**src/rtl/multi_counter_pkg.sv**
```systemverilog
// Shared definitions for the multi-channel counter with sample FIFO.
package multi_counter_pkg;

  localparam int unsigned MaxChW   = 4;
  localparam int unsigned MaxWidth = 32;

  // Channel index width: at least one bit even for a single channel.
  function automatic int unsigned ch_w(input int unsigned n);
    return (n <= 2) ? 1 : $clog2(n);
  endfunction

  typedef struct packed {
    logic [MaxChW-1:0]   ch;
    logic [MaxWidth-1:0] count;
  } sample_t;

endpackage

```
**src/rtl/multi_counter_fifo_if.sv**
```systemverilog
// Sample FIFO output handshake: head data, valid/ready and full status.
interface multi_counter_fifo_if #(
  parameter int unsigned SW = 10
);
  logic [SW-1:0] data_o;
  logic          valid_o;
  logic          ready_i;
  logic          full_o;

  modport master (output data_o, output valid_o, output full_o, input ready_i);
  modport slave  (input data_o, input valid_o, input full_o, output ready_i);
endinterface

```
**src/rtl/mc_channel.sv**
```systemverilog
// One counter channel: wrapping add/subtract, load, running maximum, sticky wrap flag.
module mc_channel #(
  parameter int unsigned WIDTH = 8
) (
  input  logic             clk_i,
  input  logic             rst_ni,
  input  logic             clear_i,
  input  logic             en_i,
  input  logic             down_i,
  input  logic [WIDTH-1:0] delta_i,
  input  logic             load_i,
  input  logic [WIDTH-1:0] d_i,
  output logic [WIDTH-1:0] cnt_o,
  output logic [WIDTH-1:0] max_o,
  output logic             ovf_o
);

  logic [WIDTH-1:0] r_cnt, r_max, w_cnt_d, w_max_d;
  logic             r_ovf, w_ovf_d;
  logic [WIDTH:0]   w_step;

  always_comb begin
    // Top bit of the widened result is the carry (add) or borrow (subtract).
    w_step  = down_i ? ({1'b0, r_cnt} - {1'b0, delta_i}) : ({1'b0, r_cnt} + {1'b0, delta_i});
    w_cnt_d = r_cnt;
    w_ovf_d = r_ovf;
    if (clear_i) begin
      w_cnt_d = '0;
      w_ovf_d = 1'b0;
    end else if (load_i) begin
      w_cnt_d = d_i;
    end else if (en_i) begin
      w_cnt_d = w_step[WIDTH-1:0];
      w_ovf_d = r_ovf | w_step[WIDTH];
    end
    w_max_d = r_max;
    if (clear_i) begin
      w_max_d = '0;
    end else if (w_cnt_d > r_max) begin
      w_max_d = w_cnt_d;
    end
  end

  always_ff @(posedge clk_i or negedge rst_ni) begin
    if (!rst_ni) begin
      r_cnt <= '0;
      r_max <= '0;
      r_ovf <= 1'b0;
    end else begin
      r_cnt <= w_cnt_d;
      r_max <= w_max_d;
      r_ovf <= w_ovf_d;
    end
  end

  assign cnt_o = r_cnt;
  assign max_o = r_max;
  assign ovf_o = r_ovf;

endmodule

```
**src/rtl/multi_counter_fifo.sv**
```systemverilog
// NUM_CH counter channels with a sample FIFO that snapshots registered counts.
module multi_counter_fifo
  import multi_counter_pkg::*;
#(
  parameter  int unsigned NUM_CH = 4,
  parameter  int unsigned WIDTH  = 8,
  parameter  int unsigned DEPTH  = 4,
  localparam int unsigned CH_W   = ch_w(NUM_CH),
  localparam int unsigned SW     = CH_W + WIDTH
) (
  input  logic                       clk_i,
  input  logic                       rst_ni,
  input  logic                       clear_i,
  input  logic [NUM_CH-1:0]          en_i,
  input  logic [NUM_CH-1:0]          down_i,
  input  logic [WIDTH-1:0]           delta_i,
  input  logic                       load_i,
  input  logic [CH_W-1:0]            load_ch_i,
  input  logic [WIDTH-1:0]           d_i,
  input  logic [CH_W-1:0]            rd_ch_i,
  output logic [WIDTH-1:0]           q_o,
  output logic [WIDTH-1:0]           max_o,
  output logic [NUM_CH-1:0]          overflow_o,
  input  logic                       sample_i,
  input  logic [CH_W-1:0]            sample_ch_i,
  multi_counter_fifo_if.master       fifo_if,
  output logic [WIDTH-1:0]           drop_cnt_o
);

  localparam int unsigned AW = $clog2(DEPTH);

  logic [WIDTH-1:0] w_cnt [NUM_CH];
  logic [WIDTH-1:0] w_max [NUM_CH];
  logic [WIDTH-1:0] w_smp_cnt;
  logic             w_smp_ok;

  for (genvar c = 0; c < NUM_CH; c++) begin : g_ch
    mc_channel #(
      .WIDTH(WIDTH)
    ) u_ch (
      .clk_i  (clk_i),
      .rst_ni (rst_ni),
      .clear_i(clear_i),
      .en_i   (en_i[c]),
      .down_i (down_i[c]),
      .delta_i(delta_i),
      .load_i (load_i && (load_ch_i == CH_W'(c))),
      .d_i    (d_i),
      .cnt_o  (w_cnt[c]),
      .max_o  (w_max[c]),
      .ovf_o  (overflow_o[c])
    );
  end

  // Out-of-range indices match no channel, so they read 0 and never push.
  always_comb begin
    q_o       = '0;
    max_o     = '0;
    w_smp_cnt = '0;
    w_smp_ok  = 1'b0;
    for (int i = 0; i < NUM_CH; i++) begin
      if (rd_ch_i == CH_W'(i)) begin
        q_o   = w_cnt[i];
        max_o = w_max[i];
      end
      if (sample_ch_i == CH_W'(i)) begin
        w_smp_cnt = w_cnt[i];
        w_smp_ok  = 1'b1;
      end
    end
  end

  sample_t       w_entry;
  logic [SW-1:0] w_entry_bits;
  logic          w_unused_entry;

  assign w_entry        = '{ch: MaxChW'(sample_ch_i), count: MaxWidth'(w_smp_cnt)};
  assign w_entry_bits   = {w_entry.ch[CH_W-1:0], w_entry.count[WIDTH-1:0]};
  assign w_unused_entry = ^{w_entry.ch, w_entry.count};

  logic [SW-1:0]    r_mem [DEPTH];
  logic [AW-1:0]    r_wr_ptr, r_rd_ptr;
  logic [AW:0]      r_usage;
  logic [WIDTH-1:0] r_drop;
  logic             w_valid, w_full, w_pop, w_push, w_drop;

  assign w_valid = (r_usage != '0);
  assign w_full  = (r_usage == (AW + 1)'(DEPTH));
  assign w_pop   = w_valid & fifo_if.ready_i & ~clear_i;
  assign w_push  = ~clear_i & sample_i & w_smp_ok & (~w_full | w_pop);
  assign w_drop  = ~clear_i & sample_i & ~w_push;

  always_ff @(posedge clk_i or negedge rst_ni) begin
    if (!rst_ni) begin
      r_wr_ptr <= '0;
      r_rd_ptr <= '0;
      r_usage  <= '0;
      r_drop   <= '0;
    end else if (clear_i) begin
      r_wr_ptr <= '0;
      r_rd_ptr <= '0;
      r_usage  <= '0;
      r_drop   <= '0;
    end else begin
      if (w_push) r_wr_ptr <= r_wr_ptr + 1'b1;
      if (w_pop)  r_rd_ptr <= r_rd_ptr + 1'b1;
      r_usage <= r_usage + {{AW{1'b0}}, w_push} - {{AW{1'b0}}, w_pop};
      if (w_drop && (r_drop != '1)) r_drop <= r_drop + 1'b1;
    end
  end

  always_ff @(posedge clk_i) begin
    if (w_push) r_mem[r_wr_ptr] <= w_entry_bits;
  end

  // Head is masked so stale storage never shows while empty or in reset.
  assign fifo_if.data_o  = w_valid ? r_mem[r_rd_ptr] : '0;
  assign fifo_if.valid_o = w_valid;
  assign fifo_if.full_o  = w_full;
  assign drop_cnt_o      = r_drop;

endmodule

```
**src/flat_wrapper.sv**
```systemverilog
// flat-port wrapper written by rule: the top's interface ports become plain ports
module multi_counter_fifo_flat import multi_counter_pkg::*;
#(
  parameter  int unsigned NUM_CH = 4,
  parameter  int unsigned WIDTH  = 8,
  parameter  int unsigned DEPTH  = 4,
  localparam int unsigned CH_W   = ch_w(NUM_CH),
  localparam int unsigned SW     = CH_W + WIDTH
)
  (clk_i, rst_ni, clear_i, en_i, down_i, delta_i, load_i, load_ch_i, d_i, rd_ch_i, q_o, max_o, overflow_o, sample_i, sample_ch_i, drop_cnt_o, fifo_if_data_o, fifo_if_valid_o, fifo_if_full_o, fifo_if_ready_i);
  multi_counter_fifo_if fifo_if_i ();
  input  logic clk_i;
  input  logic rst_ni;
  input  logic clear_i;
  input  logic [NUM_CH-1:0] en_i;
  input  logic [NUM_CH-1:0] down_i;
  input  logic [WIDTH-1:0] delta_i;
  input  logic load_i;
  input  logic [CH_W-1:0] load_ch_i;
  input  logic [WIDTH-1:0] d_i;
  input  logic [CH_W-1:0] rd_ch_i;
  output logic [WIDTH-1:0] q_o;
  output logic [WIDTH-1:0] max_o;
  output logic [NUM_CH-1:0] overflow_o;
  input  logic sample_i;
  input  logic [CH_W-1:0] sample_ch_i;
  output logic [WIDTH-1:0] drop_cnt_o;
  output wire logic [$bits(fifo_if_i.data_o)-1:0] fifo_if_data_o;
  output wire logic [$bits(fifo_if_i.valid_o)-1:0] fifo_if_valid_o;
  output wire logic [$bits(fifo_if_i.full_o)-1:0] fifo_if_full_o;
  input wire logic [$bits(fifo_if_i.ready_i)-1:0] fifo_if_ready_i;
  assign fifo_if_data_o = fifo_if_i.data_o;
  assign fifo_if_valid_o = fifo_if_i.valid_o;
  assign fifo_if_full_o = fifo_if_i.full_o;
  assign fifo_if_i.ready_i = fifo_if_ready_i;
  multi_counter_fifo #(.NUM_CH(NUM_CH), .WIDTH(WIDTH), .DEPTH(DEPTH)) u_core (.clk_i(clk_i), .rst_ni(rst_ni), .clear_i(clear_i), .en_i(en_i), .down_i(down_i), .delta_i(delta_i), .load_i(load_i), .load_ch_i(load_ch_i), .d_i(d_i), .rd_ch_i(rd_ch_i), .q_o(q_o), .max_o(max_o), .overflow_o(overflow_o), .sample_i(sample_i), .sample_ch_i(sample_ch_i), .fifo_if(fifo_if_i), .drop_cnt_o(drop_cnt_o));
endmodule
```
**config.mk**
```make
export PLATFORM = sky130hd
export DESIGN_NAME = multi_counter_fifo_flat
export DESIGN_NICKNAME = d
export VERILOG_FILES = /design/src/rtl/multi_counter_pkg.sv /design/src/rtl/multi_counter_fifo_if.sv /design/src/rtl/mc_channel.sv /design/src/rtl/multi_counter_fifo.sv /design/src/flat_wrapper.sv
export SDC_FILE = /design/constraint.sdc
export NUM_CORES = 1
export LEC_CHECK = 0
export ABC_AREA = 1
export CAP_MARGIN = 25
export CORE_UTILIZATION = 60
export CTS_CLUSTER_SIZE = 28
export DETAILED_ROUTE_END_ITERATION = 10
export HOLD_SLACK_MARGIN = 0.12
export PLACE_DENSITY = 0.81
export SETUP_SLACK_MARGIN = 0.1
export SYNTH_ARGS = -nofsm -noshare
export SYNTH_HDL_FRONTEND = slang
export SYNTH_SLANG_ARGS = --single-unit
```
**constraint.sdc**
```tcl
create_clock -name clk_i -period 3.43 [get_ports clk_i]
set_clock_uncertainty 0.1 [all_clocks]
set_input_delay 0.8575 -clock clk_i [delete_from_list [all_inputs] [get_ports clk_i]]
set_output_delay 0.8575 -clock clk_i [all_outputs]
set_load 0.01 [all_outputs]
```
==> results of run 1 <==
-- where the power goes --
part           switching [W]  leakage, nW  internal (W)
clock               0.000750        0.295       0.00110
sequential          0.000206         1.47       0.00177
combinational        0.00204         4.42       0.00140
-- layout make-up --
class | instances | area, µm² | share of cell area [%]
Clock buffer | 18 | 439 | 3.50
Clock inverter | 14 | 161 | 1.29
Inverter | 208 | 830 | 6.61
Multi-Input combinational cell | 898 | 5610 | 44.6
Sequential cell | 123 | 3280 | 26.1
Tap cell | 184 | 230 | 1.83
Timing Repair Buffer | 229 | 2010 | 16.0
-- state kept, by name, indices dropped and copies added (netlist names) --
name	count
u_core.drop_cnt_o	8
u_core.g_ch.u_ch.max_o	32
u_core.g_ch.u_ch.ovf_o	4
u_core.r_rd_ptr	2
u_core.r_usage	3
u_core.g_ch.u_ch.cnt_o	32
u_core.r_mem	40
u_core.r_wr_ptr	2
-- per-stage QoR --
stage          TNS [ps]  hold WS (ps)  setup slack, ps
5_1_grt          -16810           367             -611
6_report         -10310           318             -437
3_5_place_dp     -48940           364            -1290
2_1_floorplan     -3890           338             -175
4_1_cts           -9470           335             -360
3_3_place_gp     -46320           358            -1220
-- repair_timing --
action,4_1_cts,5_1_grt
gates resized for setup,154,93
endpoints found under the setup margin,59,34
pin swaps,67,49
hold buffers,0,0
setup buffers,18,5
cloned,1,0
-- how the worst max path moves through the flow --
stage / depth (start not counted) / end / slack [ps]
floorplan: 24 / u_core.g_ch[2].u_ch.max_o[0] / -170
global placement: 28 / u_core.g_ch[2].u_ch.max_o[0] / -1220
detailed placement: 30 / u_core.g_ch[3].u_ch.max_o[3] / -1290
CTS: 28 / u_core.g_ch[0].u_ch.max_o[7] / -360
global route: 19 / u_core.g_ch[0].u_ch.max_o[3] / -610
finish: 26 / u_core.g_ch[2].u_ch.max_o[7] / -440
-- per-layer routing --
| layer | track usage, % | vias to the layer above | routed length, µm |
|---|---|---|---|
| met3 | 7.27 | 151 | 3370 |
| met2 | 62.7 | 665 | 14200 |
| met1 | 53.8 | 4579 | 12400 |
| met4 | 20.0 | 0 | 1870 |
| met5 | 0 | - | 0 |
| li1 | - | 4568 | - |
-- synthesized netlist by cell type (all sizes together) (4+ instances only) --
master  instances
a21o            4
a21oi          83
a221oi          4
a31oi           5
buf            17
clkbuf         16
dfrtp          83
edfxtp         40
fa              5
ha             72
inv           207
nand2         331
nand3          74
nand3b         12
nand4          16
nor2          114
nor3           11
o21a            4
o21ai         115
o22ai          17
or2             5
xor2           12
-- cells in the final DEF, fill, tap and decap left out, types with 5 or more instances in the layout --
cell type and n:
nand3_1 50, clkbuf_16 17, inv_2 15, buf_12 8, nor3_2 5, inv_1 182
ha_1 62, edfxtp_1 40, xor2_1 11, o21ai_0 71, nand3_2 19, clkdlybuf4s50_1 48
nand2_4 12, inv_4 8, nand2_1 261, a21oi_2 19, nand3_4 5, nor2_1 97
dfrtp_1 82, clkinv_4 5, nand4_1 16, dlygate4sd2_1 17, o21ai_2 20, nor2_2 13
o22ai_1 15, buf_6 8, nand3b_1 12, buf_4 141, o21ai_1 22, nand2_2 58
a21oi_1 63, or2_2 5, ha_4 8
-- kinds of logic (layout without fill, tap and decap cells) --
| logic type | Yosys count | after routing |
|---|---|---|
| AND/OR/NAND/NOR | 564 | 565 |
| AO/OA/AOI/OAI | 241 | 241 |
| buffers and inverters | 241 | 469 |
| flip-flops | 123 | 123 |
| adder cells (fa/ha/maj) | 77 | 77 |
| XOR/XNOR | 15 | 15 |
==> flow_summary.ini, run 1 <==
[run_status]
outcome = complete, but fails checks
failed_checks = DRC, setup timing

[synth]
synth_top_area_share_pct = 22.7
ys_seq_elements = 123
ys_seq_area_share_pct = 35.9
synth-adder-area-share_pct = 11.0
ys_warn_count = 0
synth_top_family_by_area = simple AND/OR/NAND/NOR gates
synth_edf_count = 40
ys.flop_type = dfrtp_1
synth.distinct_cells = 48
syn_inst = 1261
synth_area_leaders = dfrtp_1, nand2_1, edfxtp_1
syn_area_um2 = 9140
synthDominantAreaCellType = dfrtp_1
synth_mux_area_share_pct = 0
synth_simple_gate_area_share_pct = 26.7
syn_avg_cell_area_um2 = 7.25
syn_nets = 1374
synth_compound_area_share_pct = 14.4
synthXorXnorAreaFrac_pct = 1.44
synthArstFlopShare_pct = 67.5

[clocking]
cts_buffers = 17
cts.sink_count = 123
clk_path_buf_depth = 2
ctsRootBufferMaster = clkbuf_16
cts_tree = built
clkTransAtPathRegs_ps = 60
htree_levels = 4
clock_latency_ps = 430

[worst_setup_path]
cp-startpoint = delta_i[3]
crit_buf_inv = 7
reg2reg_from = u_core.g_ch[2].u_ch.cnt_o[0]
slowest_stage = ha_2
r2r_end = u_core.g_ch[2].u_ch.max_o[7]
critPathCaptureType = register
critPathMaxFanout = 8
r2r_setup_slack_ps = 140
path_delay_family = simple AND/OR/NAND/NOR gates
crit_path_max_incr_delay_ps = 360
cp_data_required_time_ps = 3640
worst_path_most_repeated_cell = nand2_1
setup.worst_path.class = in2reg
cp-start-kind = input port
rr_worst_depth = 22
arrival_ps = 4080

[layout]
nets = 1590
design_area_um2 = 12600
utilization_pct = 85.4
fillers = 827
stdcell_count = 1674
area_delta_synth_final_pct = 37.5
drive_above_1_share_pct = 26.8
antenna_cells = 0

[route]
drtIter0Drc = 1113
via_per_inst = 5.95
vias = 9963
wl_um = 31800
dr.pass1.iters = 9
antenna_left = 0
drt-wirelength-per-cell_um = 19.0
route.detailed.drc = 7

[floorplanning]
die_x_um = 125
fp.coreArea_um2 = 14700
start_util_pct = 62.2
die_height_um = 125
io-pin-count = 76
dieArea_um2 = 15700
rows = 44

[timing]
slew_violations = 0
max_freq_mhz = 259
hold_viol_final = 0
tightest_slew_ps = 1040
fin_crit_sh_pct = 113
setup_ws_ps = -437
finalCriticalPeriod_ps = 3870
rsz0062_at_grt = true
slew_headroom_pct = 30.6
setup_viol = 32

[min_path]
hold_path.class = in2async

[place]
dp_hpwl_um = 21500
place_area_um2 = 11100
port_buffers = 75
gp_congestion = 1.00
placed_cells = 1619

[global_routing]
grt_pass1_wl_um = 48700
grt_max_degree = 45
grt.overflow.total = 0
grt_usage_pct = 40.1
grt_pass1_vias = 9452
antenna_found_initial = 0

[power]
vdd_ir_drop_max_mv = 0.446
p_leak_nw = 6.19
powerDensity_nw_per_um2 = 579
p_total_w = 0.00727

[flow_run]
drv_cap = 0
No activity file was read; power rests on OpenSTA's default activity.
==> run 2, diff against run 1 <==
--- a/config.mk
+++ b/config.mk
@@ -13,6 +13,7 @@
 export HOLD_SLACK_MARGIN = 0.12
 export PLACE_DENSITY = 0.81
 export SETUP_SLACK_MARGIN = 0.1
+export SKIP_LAST_GASP = 1
 export SYNTH_ARGS = -nofsm -noshare
 export SYNTH_HDL_FRONTEND = slang
 export SYNTH_SLANG_ARGS = --single-unit
==> flow_summary.ini, run 2 (synthesis gave the netlist of run 1 again) <==
[layout]
final_cell_mix = nand2_1, inv_1, buf_4
drive_above_1_share_pct = 26.7
antenna_cells = 0
design_area_um2 = 12600
largest_reg_flops = 40
nets = 1590
regMostFlops = u_core.r_mem
area_delta_synth_final_pct = 37.4
mostFrequentLayoutCell = nand2_1

[run_status]
failed_checks = DRC, setup timing
outcome = complete, but fails checks

[place]
dp_hpwl_um = 21500
port_buffers = 75
gp_congestion = 1.00
place_area_um2 = 11100

[floorplanning]
io-pin-count = 76
rows = 44
die_height_um = 125
fp.coreArea_um2 = 14700
die_x_um = 125
start_util_pct = 62.2
dieArea_um2 = 15700

[worst_setup_path]
cp_data_required_time_ps = 3640
cp-start-kind = input port
arrival_ps = 4070
critPathMaxFanout = 8
worst_path_most_repeated_cell = nand2_1
setup.worst_path.class = in2reg
crit_path_max_incr_delay_ps = 360
critPathCaptureType = register
slowest_stage = ha_2

[timing]
setup_viol = 32
finalCriticalPeriod_ps = 3850
hold_viol_final = 0
slew_headroom_pct = 32.3
fin_crit_sh_pct = 112
slew_violations = 0
max_freq_mhz = 259
tightest_slew_ps = 1010
rsz0062_at_grt = true
setup_ws_ps = -424

[power]
p_leak_nw = 6.19
powerDensity_nw_per_um2 = 579
p_clk_share_pct = 25.6
p_sw_w = 0.00300
vdd_ir_drop_max_mv = 0.445
pwr-share-seq_pct = 27.1
sw_frac_of_total_pct = 41.3
p_total_w = 0.00727
internal_power_w = 0.00427
comb_power_share_pct = 47.3

[global_routing]
grt_usage_pct = 40.1
grt_pass1_vias = 9452
grt_max_degree = 45
grt_pass1_wl_um = 48700
antenna_found_initial = 0
grt.overflow.total = 0

[route]
wl_um = 31700
dr.pass1.iters = 9
antenna_left = 0
route.detailed.drc = 7
drt-wirelength-per-cell_um = 19.0
via_per_inst = 5.93
vias = 9926
drtIter0Drc = 1068

[clocking]
cts_buffers = 17
cts.sink_count = 123
clkTransAtPathRegs_ps = 60
htree_levels = 4
ctsRootBufferMaster = clkbuf_16
ctsHoldBuffers = 0
clock_latency_ps = 430
cts_tree = built
clk_path_buf_depth = 2

[min_path]
hold_path.class = in2async

[flow_run]
drv_cap = 0
==> run 2: cell types whose count changed in the layout (fill, tap and decap cells not counted) <==
cell     before  now
nand2_2      58   57
nand2_1     261  262
==> run 2: repair_timing <==
action                                  in CTS  in global routing
endpoints found under the setup margin      59                 34
setup buffers                               18                  5
cloned                                       1                  0
pin swaps                                   67                 49
endpoints found under the hold margin        0                  0
gates resized for setup                    154                 92
==> run 2: worst max-delay path: cells and delay by family <==
family | cells | cell delay (ps)
compound gates | 2 | 230
buf+inv | 7 | 890
simple gates | 15 | 1390
fa+ha+maj | 2 | 700
==> run 2: layer usage <==
metal | share of wire [%] | GRT usage (%)
met5 | 0 | 0
met4 | 5.7 | 20.0
met1 | 39 | 53.8
met3 | 11 | 7.27
met2 | 45 | 62.7
==> run 2: path summary, 6_finish.rpt <==
path / to / start / slack [ps] / cells after the start
worst max register to register: u_core.g_ch[2].u_ch.max_o[7] / u_core.g_ch[2].u_ch.cnt_o[0] / 130 / 22
worst min register to register: u_core.g_ch[1].u_ch.max_o[7] / u_core.g_ch[1].u_ch.max_o[7] / 390 / 2
min in group clk_i: u_core.g_ch[1].u_ch.max_o[7] / u_core.g_ch[1].u_ch.max_o[7] / 390 / 2
worst max-delay path: u_core.g_ch[2].u_ch.max_o[7] / delta_i[3] / -420 / 26
max in group asynchronous: u_core.r_rd_ptr[1] / rst_ni / 2230 / 2
worst min-delay path: u_core.g_ch[1].u_ch.max_o[2] / rst_ni / 330 / 1
==> run 2: metrics by stage <==
stage	hold WS, ps	setup slack, ps	utilization, %	instances	TNS (ps)
2_1_floorplan	338	-175	-	1261	-3890
3_3_place_gp	358	-1220	75.7	1619	-46320
3_5_place_dp	364	-1290	75.7	1619	-48940
4_1_cts	335	-360	83.2	1670	-9470
5_1_grt	367	-611	85.4	1674	-16830
6_report	326	-424	85.4	1674	-10180
==> run 2: area by class of cell <==
cell class	count	area, µm²
Fill cell	827	2140
Inverter	208	830
Timing Repair Buffer	229	2010
Sequential cell	123	3280
Clock inverter	14	161
Multi-Input combinational cell	898	5600
Clock buffer	18	439
Tap cell	184	230
==> run 2: power by group through the flow <==
stage / Clock [W] / Combinational [W] / Sequential (W)
finish: 0.00186 / 0.00344 / 0.00197
global route: 0.00191 / 0.00375 / 0.00198
CTS: 0.00185 / 0.00312 / 0.00194
detailed placement: 0 / 0.00286 / 0.00196
global placement: 0 / 0.00278 / 0.00195
floorplan: 0 / 0.00176 / 0.00190
